**src/rtl/mem_stage.sv**
```systemverilog
// Memory stage: pass-through for non-memory ops, single outstanding load/store on dmem valid/ready.
// Latency: ALU ops 1 cycle, stores >=2, loads >=3 (TIMEOUT_CYCLES aborts a silent load, 0 disables).
// Backpressure: stall_o high whenever not IDLE; TARTARUGA_MEM_MISALIGN_TRAP_EN traps misaligned H/W.
package mem_stage_pkg;
    typedef enum logic [1:0] {MEM_NONE, MEM_LOAD, MEM_STORE} mem_kind_e;
    typedef enum logic [1:0] {SIZE_B, SIZE_H, SIZE_W} mem_size_e;

    typedef struct packed {
        mem_kind_e  mem_kind;
        mem_size_e  mem_size;
        logic       mem_unsigned;
        logic [4:0] addr_rd;
    } instr_t;

    typedef struct packed {
        logic        valid;
        instr_t      instr;
        logic [31:0] result;
        logic [31:0] data_rs2;
        logic        branch_taken;
    } exe_to_mem_t;

    typedef struct packed {
        logic        valid;
        instr_t      instr;
        logic [31:0] result;
        logic        branch_taken;
        logic        xcpt;
    } mem_to_wb_t;
endpackage

module mem_stage
    import mem_stage_pkg::*;
#(
    parameter int TIMEOUT_CYCLES = 256
) (
    input  logic        clk_i,
    input  logic        rstn_i,
    input  exe_to_mem_t exe_to_mem_i,
    output logic        stall_o,
    output logic        dmem_req_valid_o,
    input  logic        dmem_req_ready_i,
    output logic        dmem_req_we_o,
    output logic [31:0] dmem_req_addr_o,
    output logic [3:0]  dmem_req_be_o,
    output logic [31:0] dmem_req_wdata_o,
    input  logic        dmem_rsp_valid_i,
    input  logic [31:0] dmem_rsp_rdata_i,
    output mem_to_wb_t  mem_to_wb_o
);

    localparam int CW = (TIMEOUT_CYCLES > 1) ? $clog2(TIMEOUT_CYCLES) : 1;

    typedef enum logic [1:0] {IDLE, REQ, WAIT} state_e;

    state_e      state_q, state_d;
    instr_t      instr_q, instr_d;
    logic [31:0] addr_q, addr_d;
    logic [3:0]  be_q, be_d;
    logic [31:0] wdata_q, wdata_d;
    logic [CW-1:0] cnt_q, cnt_d;
    mem_to_wb_t  wb_q, wb_d;

    logic [31:0] cap_addr;
    logic [3:0]  cap_be;
    logic [31:0] cap_wdata;
    logic        trap_now;
    logic [15:0] lane;
    logic [31:0] load_data;

    // Capture-side address handling and store lane steering
    always_comb begin
        cap_addr = exe_to_mem_i.result;
`ifdef TARTARUGA_MEM_MISALIGN_TRAP_EN
        trap_now = ((exe_to_mem_i.instr.mem_size == SIZE_H) && exe_to_mem_i.result[0]) ||
                   ((exe_to_mem_i.instr.mem_size == SIZE_W) && (exe_to_mem_i.result[1:0] != 2'b00));
`else
        trap_now = 1'b0;
        case (exe_to_mem_i.instr.mem_size)
            SIZE_H:  cap_addr[0]   = 1'b0;
            SIZE_W:  cap_addr[1:0] = 2'b00;
            default: ;
        endcase
`endif
        case (exe_to_mem_i.instr.mem_size)
            SIZE_B: begin
                cap_be    = 4'b0001 << cap_addr[1:0];
                cap_wdata = {4{exe_to_mem_i.data_rs2[7:0]}};
            end
            SIZE_H: begin
                cap_be    = 4'b0011 << cap_addr[1:0];
                cap_wdata = {2{exe_to_mem_i.data_rs2[15:0]}};
            end
            default: begin
                cap_be    = 4'b1111;
                cap_wdata = exe_to_mem_i.data_rs2;
            end
        endcase
        if (exe_to_mem_i.instr.mem_kind != MEM_STORE) begin
            cap_be = 4'b0000;
        end
    end

    always_comb begin
        lane = 16'(dmem_rsp_rdata_i >> {addr_q[1:0], 3'b000});
        case (instr_q.mem_size)
            SIZE_B:  load_data = instr_q.mem_unsigned ? {24'h0, lane[7:0]} : {{24{lane[7]}}, lane[7:0]};
            SIZE_H:  load_data = instr_q.mem_unsigned ? {16'h0, lane} : {{16{lane[15]}}, lane};
            default: load_data = dmem_rsp_rdata_i;
        endcase
    end

    always_comb begin
        state_d = state_q;
        instr_d = instr_q;
        addr_d  = addr_q;
        be_d    = be_q;
        wdata_d = wdata_q;
        cnt_d   = cnt_q;
        wb_d    = '0;
        case (state_q)
            IDLE: begin
                if (exe_to_mem_i.valid) begin
                    if ((exe_to_mem_i.instr.mem_kind == MEM_LOAD) ||
                        (exe_to_mem_i.instr.mem_kind == MEM_STORE)) begin
                        if (trap_now) begin
                            wb_d.valid  = 1'b1;
                            wb_d.instr  = exe_to_mem_i.instr;
                            wb_d.result = exe_to_mem_i.result;
                            wb_d.xcpt   = 1'b1;
                        end else begin
                            instr_d = exe_to_mem_i.instr;
                            addr_d  = cap_addr;
                            be_d    = cap_be;
                            wdata_d = cap_wdata;
                            state_d = REQ;
                        end
                    end else begin
                        wb_d.valid        = 1'b1;
                        wb_d.instr        = exe_to_mem_i.instr;
                        wb_d.result       = exe_to_mem_i.result;
                        wb_d.branch_taken = exe_to_mem_i.branch_taken;
                    end
                end
            end
            REQ: begin
                if (dmem_req_ready_i) begin
                    if (instr_q.mem_kind == MEM_STORE) begin
                        wb_d.valid  = 1'b1;
                        wb_d.instr  = instr_q;
                        wb_d.result = addr_q;
                        state_d     = IDLE;
                    end else begin
                        cnt_d   = '0;
                        state_d = WAIT;
                    end
                end
            end
            WAIT: begin
                // A response arriving on the expiry cycle still completes the load
                if (dmem_rsp_valid_i) begin
                    wb_d.valid  = 1'b1;
                    wb_d.instr  = instr_q;
                    wb_d.result = load_data;
                    state_d     = IDLE;
                end else if ((TIMEOUT_CYCLES != 0) && (32'(cnt_q) == TIMEOUT_CYCLES - 1)) begin
                    wb_d.valid = 1'b1;
                    wb_d.instr = instr_q;
                    wb_d.xcpt  = 1'b1;
                    state_d    = IDLE;
                end else begin
                    cnt_d = cnt_q + 1'b1;
                end
            end
            default: state_d = IDLE;
        endcase
    end

    always_ff @(posedge clk_i or negedge rstn_i) begin
        if (!rstn_i) begin
            state_q <= IDLE;
        end else begin
            state_q <= state_d;
        end
    end

    always_ff @(posedge clk_i or negedge rstn_i) begin
        if (!rstn_i) begin
            instr_q <= '0;
            addr_q  <= '0;
            be_q    <= '0;
            wdata_q <= '0;
            cnt_q   <= '0;
            wb_q    <= '0;
        end else begin
            instr_q <= instr_d;
            addr_q  <= addr_d;
            be_q    <= be_d;
            wdata_q <= wdata_d;
            cnt_q   <= cnt_d;
            wb_q    <= wb_d;
        end
    end

    assign stall_o          = (state_q != IDLE);
    assign dmem_req_valid_o = (state_q == REQ);
    assign dmem_req_we_o    = dmem_req_valid_o && (instr_q.mem_kind == MEM_STORE);
    assign dmem_req_addr_o  = dmem_req_valid_o ? {addr_q[31:2], 2'b00} : 32'h0;
    assign dmem_req_be_o    = dmem_req_valid_o ? be_q : 4'b0000;
    assign dmem_req_wdata_o = dmem_req_valid_o ? wdata_q : 32'h0;
    assign mem_to_wb_o      = wb_q;

endmodule

```
**config.mk**
```make
export PLATFORM = sky130hd
export DESIGN_NAME = mem_stage
export DESIGN_NICKNAME = d
export VERILOG_FILES = /design/src/rtl/mem_stage.sv
export SDC_FILE = /design/constraint.sdc
export NUM_CORES = 1
export LEC_CHECK = 0
export CAP_MARGIN = 20
export CORE_UTILIZATION = 30
export DETAILED_ROUTE_END_ITERATION = 7
export PLACE_DENSITY_LB_ADDON = 0.05
export SLEW_MARGIN = 20
export SYNTH_ARGS = -nofsm -noshare
export SYNTH_HDL_FRONTEND = slang
export SYNTH_SLANG_ARGS = --single-unit
```
**constraint.sdc**
```tcl
create_clock -name clk_i -period 1.75 [get_ports clk_i]
set_clock_uncertainty 0.2 [all_clocks]
set_input_delay 0.35 -clock clk_i [delete_from_list [all_inputs] [get_ports clk_i]]
set_output_delay 0.35 -clock clk_i [all_outputs]
set_load 0.05 [all_outputs]
```
==> results.py, run 1 <==
metrics = {
    "run_status": {
        "status": "finished, violations left",
        "violations": "setup timing",
    },
    "routing": {
        "drc_errors": 0,
        "wl_mm": 25.62,
        "top_layer": "met4",
        "antenna_left": 0,
        "drtIter0Drc": 267,
        "met1_length_mm": 10.72,
        "met3_wirelength_mm": 1.932,
        "vias": 6593,
        "vias_per_cell": 4.991,
        "wl_met2_mm": 12.61,
        "drtPass1Iterations": 7,
        "wl_per_cell_um": 19.40,
    },
    "layout": {
        "n_antenna_cell": 0,
        "drive_gt1_share_pct": 43.12,
        "fin_area_um2": 12860,
        "synthToLayoutAreaGrowth_pct": 97.35,
        "n_fill_cell": 1706,
        "nNetsFinal": 1151,
    },
    "power": {
        "powerDensity_nw_per_um2": 1506,
        "p_sw_share_pct": 40.31,
        "p_seq_share_pct": 26.5,
        "pwr-share-comb_pct": 55.6,
        "power_switching_uw": 7808,
        "p_clk_share_pct": 17.9,
        "p_int_uw": 11560,
        "peakVddDrop_mv": 0.9652,
        "p_leak_uw": 0.005921,
    },
    "floorplanning": {
        "fp-row-count": 53,
        "die_y_um": 149.4,
        "start_util_pct": 30.81,
        "pin_count": 228,
        "fp.coreArea_um2": 21150,
        "dieArea_um2": 22320,
        "die_w_um": 149.4,
    },
    "logic_synthesis": {
        "synth.distinct_cells": 49,
        "yosysWarnings": 0,
        "synthesis.area_um2": 6518,
        "ys_ff_latch": 133,
        "ys_seq_area_share_pct": 51.07,
        "synth-main-ff-cell": "dfrtp_1",
        "synthArstFlopShare_pct": 100.0,
        "avgSynthCellArea_um2": 9.103,
        "synth_edf_count": 0,
        "syn-instance-count": 716,
    },
    "worst_setup_path": {
        "cp_slowest_cell": "dfrtp_2",
        "cp-end-kind": "output pin",
        "worstPathMaxFanout": 14,
        "start_kind": "flop",
        "cp.arrival_ns": 1.57,
        "cpMostUsedCell": "buf_12",
        "critPathTopFamily": "buffers and inverters",
        "cp_data_required_time_ns": 1.20,
        "critPathKind": "flop to output pin",
        "cpPeakStageDelay_ns": 0.43,
        "critPathBufInv": 3,
        "crit_chain": "nand2b_4, clkinv_8, buf_12, and2_4, buf_12",
    },
    "placed_design": {
        "routabilityCongestion": 0.8871,
        "post-dp-hpwl_mm": 17.33,
        "post_dp_cell_area_um2": 11190,
        "numPortBuffers": 225,
    },
    "clocking": {
        "clk_path_buf_depth": 2,
        "clock_tree.htree_level_count": 4,
        "cts_buffers": 17,
        "path_clk_slew_ns": 0.06,
        "cts-root-buf": "clkbuf_16",
        "cts_sinks": 133,
        "cts_tree": "yes",
        "clk_latency_ns": 0.42,
    },
    "timing": {
        "period_share_pct": 121.1,
        "fin_crit_ns": 2.119,
        "slew-limit-headroom_pct": 66.82,
        "rsz0062_at_grt": "true",
        "setup_ws_ns": -0.3688,
        "tightest_slew_ns": 0.4925,
        "final_max_slew_viol_count": 0,
        "setup-tns-final_ns": -41.14,
        "setup_viol": 187,
        "fmax_mhz": 472.0,
        "hold_violations": 0,
    },
    "global_routing": {
        "grt-ovfl-total": 0,
        "grt_usage_pct": 23.14,
        "grt_start_max_net_pins": 35,
        "antenna_found_initial": 0,
        "grt_pass1_wl_mm": 38.88,
        "grt_pass1_vias": 6915,
    },
    "flow_run": {
        "drv_cap": 0,
    },
    "worst_hold_path": {
        "hold_path_class": "input port to asynchronous set/reset pin",
    },
}
[repair_timing]
action                                  4_1_cts  5_1_grt
gates resized for setup                     122       91
hold buffers                                  1        0
buffers inserted                             27       14
endpoints found under the setup margin      179      191
pin swaps                                    65       47
endpoints found under the hold margin       133        0
cloned                                       15        5
[worst register-to-register path, stage by stage (launching register included)]
cell and delay, ns:
dfrtp_2 0.43, buf_4 0.14, buf_6 0.12, buf_6 0.13, nand3b_1 0.23, nor3_2 0.22
buf_4 0.16, o21ai_4 0.09, clkbuf_16 0.20, nand3_2 0.06
[cells by family (layout without fill, tap and decap cells)]
logic type | Yosys count | in the layout | share of synthesized area (%)
other cells | 1 | 2 | 0.05754
buf+inv | 57 | 386 | 3.628
simple gates | 364 | 364 | 26.36
fa+ha+maj | 6 | 6 | 1.152
compound gates | 137 | 137 | 14.80
xor+xnor | 1 | 1 | 0.1344
flops | 133 | 133 | 51.07
mux | 17 | 17 | 2.803
[power groups by stage]
stage	registers, uW	logic (uW)	clock network [uW]
floorplan	5600	4300	0
global placement	5090	9510	0
detailed placement	5150	9620	0
CTS	5110	10600	3500
global route	5290	11300	3650
finish	5140	10800	3460
[layout by cell type, fill, tap and decap left out, types with 4 or more instances in the layout]
cell type,count
buf_12,145
nand2_1,139
dfrtp_1,132
clkdlybuf4s50_1,107
and2_4,67
buf_4,57
a22oi_1,45
nand2_2,43
nor2_1,33
clkbuf_16,21
buf_6,20
nand3_2,17
a21oi_1,16
mux2i_1,15
a22o_1,12
a31oi_1,12
o21ai_0,9
and2_1,8
o21ai_2,8
nand4_1,8
o221ai_1,7
a2bb2oi_1,6
nor2_2,5
nand3_1,5
ha_1,5
buf_8,5
nor2_4,4
nand2b_1,4
inv_6,4
clkinv_4,4
[per-stage QoR]
stage | power (uW) | hold WS [ns] | setup WS, ns | util (%) | cells
global placement | 14610 | 0.05863 | -0.5876 | 52.90 | 1247
global route | 20270 | 0.2032 | -0.4058 | 60.80 | 1321
detailed placement | 14770 | 0.05767 | -0.6247 | 52.90 | 1247
floorplan | 9898 | -0.1456 | -0.06754 | - | 717
finish | 19370 | 0.1743 | -0.3688 | 60.80 | 1321
CTS | 19220 | 0.1889 | -0.4052 | 59.96 | 1321
[state kept, by name, summed over array words and instances (netlist names)]
signal,cells
mem_to_wb_o,45
be_q,4
addr_q,32
instr_q,10
wdata_q,32
cnt_q,8
state_q,2
[cells in the mapped netlist, types with 3 or more instances]
cell	instances	area share [%]
inv_1	7	0.40
a21oi_1	19	1.5
nor2b_1	4	0.38
o221ai_1	7	0.94
and2_1	76	7.3
nand2b_1	8	0.77
clkbuf_1	36	2.1
nand4_1	8	0.77
nor2_1	41	2.4
buf_2	9	0.69
buf_4	3	0.35
ha_1	6	1.2
nand3_1	23	1.8
and3_1	4	0.38
mux2i_1	16	2.5
nand2_1	186	11
a2bb2oi_1	7	0.94
a22o_1	12	1.6
a22oi_1	48	5.5
o21ai_0	18	1.4
dfrtp_1	133	51
a31oi_1	12	1.2
nor3b_1	3	0.35
[metal layers]
layer / track usage (%) / vias up
met5: 0 / -
met4: 5.969 / 0
met3: 7.003 / 25
met2: 37.52 / 229
met1: 29.84 / 3254
li1: - / 3085
[final timing paths]
check / start / endpoint / slack, ns / cells after the start
worst max-delay path: state_q[0]$_DFFE_PN0P_ / dmem_req_addr_o[18] / -0.37 / 5
worst min-delay path: rstn_i / cnt_q[4]$_DFFE_PN0P_ / 0.17 / 2
min in group clk_i: exe_to_mem_i[73] / instr_q[8]$_DFFE_PN0P_ / 0.20 / 3
worst min register to register: wdata_q[1]$_DFFE_PN0P_ / wdata_q[1]$_DFFE_PN0P_ / 0.27 / 2
worst max register to register: state_q[0]$_DFFE_PN0P_ / mem_to_wb_o[28]$_DFF_PN0_ / -0.28 / 9
max in group asynchronous: rstn_i / mem_to_wb_o[15]$_DFF_PN0_ / 0.61 / 3
[final cells by class]
type	instances	area, um^2	area share (%)
well taps	275	344.1	2.675
multi-input cells	527	3606	28.04
flip-flops and latches	133	3329	25.89
clock buffers	19	432.9	3.366
repair buffers	347	4986	38.76
inverters	7	38.79	0.3016
clock inverters	13	125.1	0.9728
Note: power is estimated with default switching activity, not from simulation.
==> run 2, diff against run 1 <==
Settings changed: CORE_UTILIZATION 30 to 41.
==> results.py, run 2 (synthesis results as in run 1) <==
metrics = {
    "layout": {
        "synthToLayoutAreaGrowth_pct": 99.31,
        "fin_area_um2": 12990,
        "n_fill_cell": 741,
        "nNetsFinal": 1160,
        "mostFrequentLayoutCell": "nand2_1",
        "largest_reg_flops": 45,
        "multi_input_area_um2": 3643,
        "register_area_um2": 3329,
        "drive_gt1_share_pct": 41.96,
        "n_antenna_cell": 0,
        "layout_common_cells": "nand2_1 (166), buf_12 (135), dfrtp_1 (132), clkdlybuf4s50_1 (110), and2_4 (67)",
    },
    "worst_hold_path": {
        "hold_path_class": "input port to asynchronous set/reset pin",
    },
    "power": {
        "powerDensity_nw_per_um2": 1545,
        "power_uw": 20070,
        "peakVddDrop_mv": 1.035,
        "p_leak_uw": 0.006004,
    },
    "worst_setup_path": {
        "cp.arrival_ns": 1.57,
        "rr_worst_depth": 11,
        "regToRegEndpoint": "addr_q[27]$_DFFE_PN0P_",
        "start_kind": "flop",
        "cp_data_required_time_ns": 1.20,
        "cp-end-kind": "output pin",
        "critPathKind": "flop to output pin",
        "worstPathMaxFanout": 10,
        "reg2reg_from": "state_q[1]$_DFFE_PN0P_",
        "r2r_slack_ns": -0.32,
    },
    "global_routing": {
        "grt_pass1_wl_mm": 40.10,
        "grt-ovfl-total": 0,
        "grt_busiest_layer": "met2",
        "grt_pass1_vias": 7304,
        "use_met1_pct": 41.02,
        "use_met3_pct": 8.013,
        "grt_start_max_net_pins": 56,
        "antenna_found_initial": 0,
        "grt_usage_pct": 32.79,
        "met2_usage_pct": 53.93,
    },
    "floorplanning": {
        "start_util_pct": 42.40,
        "pin_count": 228,
        "die_y_um": 128.1,
        "dieArea_um2": 16400,
        "fp-row-count": 45,
        "die_w_um": 128.1,
        "fp.coreArea_um2": 15370,
    },
    "flow_run": {
        "drv_cap": 0,
    },
    "routing": {
        "wl_per_cell_um": 22.35,
        "drc_errors": 0,
        "antenna_left": 0,
        "wl_mm": 28.21,
        "vias": 7158,
        "drtPass1Iterations": 5,
        "vias_per_cell": 5.672,
        "drtIter0Drc": 604,
    },
    "timing": {
        "tightest_slew_ns": 0.5458,
        "rsz0062_at_grt": "true",
        "fin_crit_ns": 2.123,
        "slew-limit-headroom_pct": 63.23,
        "whs_ns": 0.1450,
        "final_max_slew_viol_count": 0,
        "setup_viol": 198,
        "fmax_mhz": 471.1,
        "period_share_pct": 121.3,
        "hold_violations": 0,
        "setup_ws_ns": -0.3725,
    },
    "clocking": {
        "cts_tree": "yes",
        "clock_tree.htree_level_count": 4,
        "path_clk_slew_ns": 0.06,
        "cts_buffers": 17,
        "clk_path_buf_depth": 2,
        "cts_sinks": 133,
        "cts-root-buf": "clkbuf_16",
        "clk_latency_ns": 0.43,
    },
    "placed_design": {
        "post-dp-hpwl_mm": 16.42,
        "post_dp_cell_area_um2": 10990,
        "routabilityCongestion": 0.9194,
        "numPortBuffers": 225,
        "preCtsSetupSlack_ns": -0.6469,
    },
    "run_status": {
        "status": "finished, violations left",
        "violations": "setup timing",
    },
}
-- run 2: changes by cell type in the layout (fill, tap and decap cells not counted), moves of 5 or more --
cell     delta
a22oi_2    +22
a22oi_1    -22
nand2_2    -25
buf_8       +5
buf_16     +10
buf_12     -10
nand2_1    +27
nor2_1      +5
-- run 2: timing repair --
action | in CTS | in global routing
pin swaps | 31 | 28
gates resized for setup | 110 | 82
hold buffers | 1 | 0
setup buffers | 19 | 21
gates cloned | 18 | 7
hold endpoints to repair | 133 | 0
endpoints found under the setup margin | 182 | 201
-- run 2: metrics by stage --
| stage | TNS (ns) | std cells | utilization (%) |
|---|---|---|---|
| after global routing | -61.14 | 1262 | 84.51 |
| after detailed placement | -62.34 | 1177 | 71.50 |
| after global placement | -58.18 | 1177 | 71.50 |
| after floorplan | -0.8453 | 717 | - |
| after CTS | -50.83 | 1240 | 81.25 |
| final | -52.89 | 1262 | 84.51 |
-- run 2: how the worst max path moves through the flow --
stage / start / slack [ns] / to / depth (start not counted)
after floorplan: addr_q[1]$_DFFE_PN0P_ / -0.07 / mem_to_wb_o[24]$_DFF_PN0_ / 5
after global routing: state_q[1]$_DFFE_PN0P_ / -0.40 / dmem_req_wdata_o[12] / 5
after global placement: exe_to_mem_i[73] / -0.56 / wdata_q[26]$_DFFE_PN0P_ / 8
final: state_q[1]$_DFFE_PN0P_ / -0.37 / dmem_req_wdata_o[12] / 5
after CTS: state_q[1]$_DFFE_PN0P_ / -0.39 / dmem_req_wdata_o[11] / 5
after detailed placement: exe_to_mem_i[73] / -0.65 / wdata_q[17]$_DFFE_PN0P_ / 8
-- run 2: critical path: stages, from the launching register on --
cell and delay [ns]:
dfrtp_1 0.37, nand2b_4 0.18, clkinv_8 0.10, clkbuf_16 0.18, and2_4 0.17, buf_12 0.14
-- run 2: final cells by class --
type | count | area share, %
clock buffer | 23 | 3.756
clock inverter | 5 | 0.5779
inverter | 7 | 0.2986
multi-input combinational | 528 | 28.05
sequential | 133 | 25.63
tap | 211 | 2.032
timing repair buffer | 355 | 39.66
-- run 2: routing by layer --
layer / part of all wire [%] / vias up
met5: 0 / -
met4: 4.3 / 0
met3: 8.6 / 97
met2: 49 / 412
met1: 38 / 3526
li1: - / 3123
-- run 2: report_power, final --
part	total [uW]	leakage, uW	switching, uW	internal (uW)
Sequential	5260	0.00168	1040	4220
Combinational	11300	0.00404	5700	5610
Clock	3510	0.000281	1300	2210
==> run 3, diff against run 2 <==
Settings changed: CELL_PAD_IN_SITES_DETAIL_PLACEMENT set to 1, CELL_PAD_IN_SITES_GLOBAL_PLACEMENT set to 1, CORE_ASPECT_RATIO set to 0.8, CORE_UTILIZATION 41 to 30.
==> results.py, run 3 (synthesis results as in run 1) <==
metrics = {
    "clocking": {
        "clk_latency_ns": 0.43,
        "clock_tree.htree_level_count": 4,
        "path_clk_slew_ns": 0.07,
        "cts_sinks": 133,
        "clk_path_buf_depth": 2,
        "cts_buffers": 17,
        "cts_tree": "yes",
        "cts-root-buf": "clkbuf_16",
    },
    "timing": {
        "rsz0062_at_grt": "true",
        "hold_violations": 0,
        "fin_crit_ns": 2.193,
        "setup_viol": 194,
        "final_max_slew_viol_count": 0,
        "setup_ws_ns": -0.4431,
        "fmax_mhz": 456.0,
        "period_share_pct": 125.3,
    },
    "power": {
        "p_leak_uw": 0.006117,
        "peakVddDrop_mv": 0.8969,
        "powerDensity_nw_per_um2": 1576,
    },
    "global_routing": {
        "grt_pass1_vias": 7206,
        "grt_usage_pct": 24.90,
        "grt-ovfl-total": 0,
        "grt_pass1_wl_mm": 42.10,
        "grt_start_max_net_pins": 57,
        "antenna_found_initial": 1,
    },
    "layout": {
        "mostFrequentLayoutCell": "buf_12",
        "multi_input_area_um2": 4135,
        "drive_gt1_share_pct": 51.18,
        "synthToLayoutAreaGrowth_pct": 108.8,
        "layout_common_cells": "buf_12 (139), dfrtp_1 (132), clkdlybuf4s50_1 (108), nand2_1 (105), and2_4 (68)",
        "nNetsFinal": 1160,
        "instances_no_fill": 1325,
        "final_util_pct": 64.82,
        "register_area_um2": 3329,
        "largest_reg_flops": 45,
        "n_fill_cell": 2070,
    },
    "placed_design": {
        "numPortBuffers": 225,
        "post-dp-hpwl_mm": 19.84,
        "place_inst": 1239,
        "routabilityCongestion": 0.8338,
    },
    "routing": {
        "drtPass1Iterations": 5,
        "antenna_left": 0,
        "drtIter0Drc": 456,
        "drc_errors": 0,
        "vias_per_cell": 5.282,
        "wl_mm": 31.89,
        "wl_per_cell_um": 24.07,
        "vias": 6998,
    },
    "worst_setup_path": {
        "reg2reg_from": "state_q[0]$_DFFE_PN0P_",
        "rr_worst_depth": 8,
        "critPathKind": "flop to output pin",
        "cp-end-kind": "output pin",
        "cp_data_required_time_ns": 1.20,
        "r2r_slack_ns": -0.26,
        "start_kind": "flop",
        "cp.arrival_ns": 1.64,
        "worstPathMaxFanout": 8,
        "regToRegEndpoint": "mem_to_wb_o[20]$_DFF_PN0_",
    },
    "floorplanning": {
        "die_y_um": 133.8,
        "fp.coreArea_um2": 20990,
        "pin_count": 228,
        "die_w_um": 166.8,
        "dieArea_um2": 22320,
        "fp-row-count": 47,
        "start_util_pct": 31.04,
    },
    "flow_run": {
        "drv_cap": 0,
    },
    "worst_hold_path": {
        "hold_path_class": "input port to flop",
        "hold_path_startpoint": "exe_to_mem_i[73]",
        "whs_path_depth": 3,
        "hold_path_end": "instr_q[8]$_DFFE_PN0P_",
    },
    "run_status": {
        "violations": "setup timing",
        "status": "finished, violations left",
    },
}
run 3: layer usage:
metal,track usage (%),routed length (um)
met3,5.223,1305
met4,5.453,544
met5,0,0
met2,41.64,16130
met1,33.25,13910
run 3: critical path: stages, from the launching register on:
cell	delay, ns
dfrtp_1	0.40
nand2b_4	0.18
inv_8	0.10
buf_12	0.13
buf_16	0.12
and2_4	0.15
buf_12	0.13
run 3: through the flow:
stage	setup slack, ns	TNS (ns)	hold slack [ns]	power, uW	instance area, um^2
after global placement	-0.5536	-59.11	0.03039	14590	11180
after CTS	-0.4483	-33.51	0.1510	19430	12190
final	-0.4431	-47.81	0.08218	21440	13610
after detailed placement	-0.6389	-62.09	0.03205	14870	11180
after global routing	-0.4789	-54.63	0.09009	22220	13610
after floorplan	-0.06754	-0.8453	-0.1456	9898	6837
run 3: cell type report:
cell class | count | share of cell area [%]
clock inverters | 14 | 1.407
flip-flops and latches | 133 | 24.47
well taps | 269 | 2.473
diodes | 1 | 0.01839
inverters | 7 | 0.2483
repair buffers | 353 | 37.77
clock buffers | 18 | 3.227
multi-input cells | 530 | 30.39
run 3: worst max-delay path by stage:
| stage | startpoint | end |
|---|---|---|
| floorplan | addr_q[1]$_DFFE_PN0P_ | mem_to_wb_o[24]$_DFF_PN0_ |
| global placement | exe_to_mem_i[73] | wdata_q[28]$_DFFE_PN0P_ |
| detailed placement | exe_to_mem_i[73] | wdata_q[30]$_DFFE_PN0P_ |
| finish | state_q[1]$_DFFE_PN0P_ | dmem_req_wdata_o[27] |
| CTS | state_q[1]$_DFFE_PN0P_ | dmem_req_addr_o[18] |
| global route | state_q[1]$_DFFE_PN0P_ | dmem_req_wdata_o[10] |
run 3: power by group:
part           switching, uW  internal, uW
logic                   6010          5990
registers               1340          4210
clock network           1560          2330
total                   8910         12500
run 3: what timing repair did:
action                                  CTS  global route
endpoints found under the setup margin  175           196
endpoints found under the hold margin   133             0
setup buffers                            11            19
hold buffers                              1             0
pin swaps                                25           109
gates cloned                              5            22
gates resized for setup                  53           246
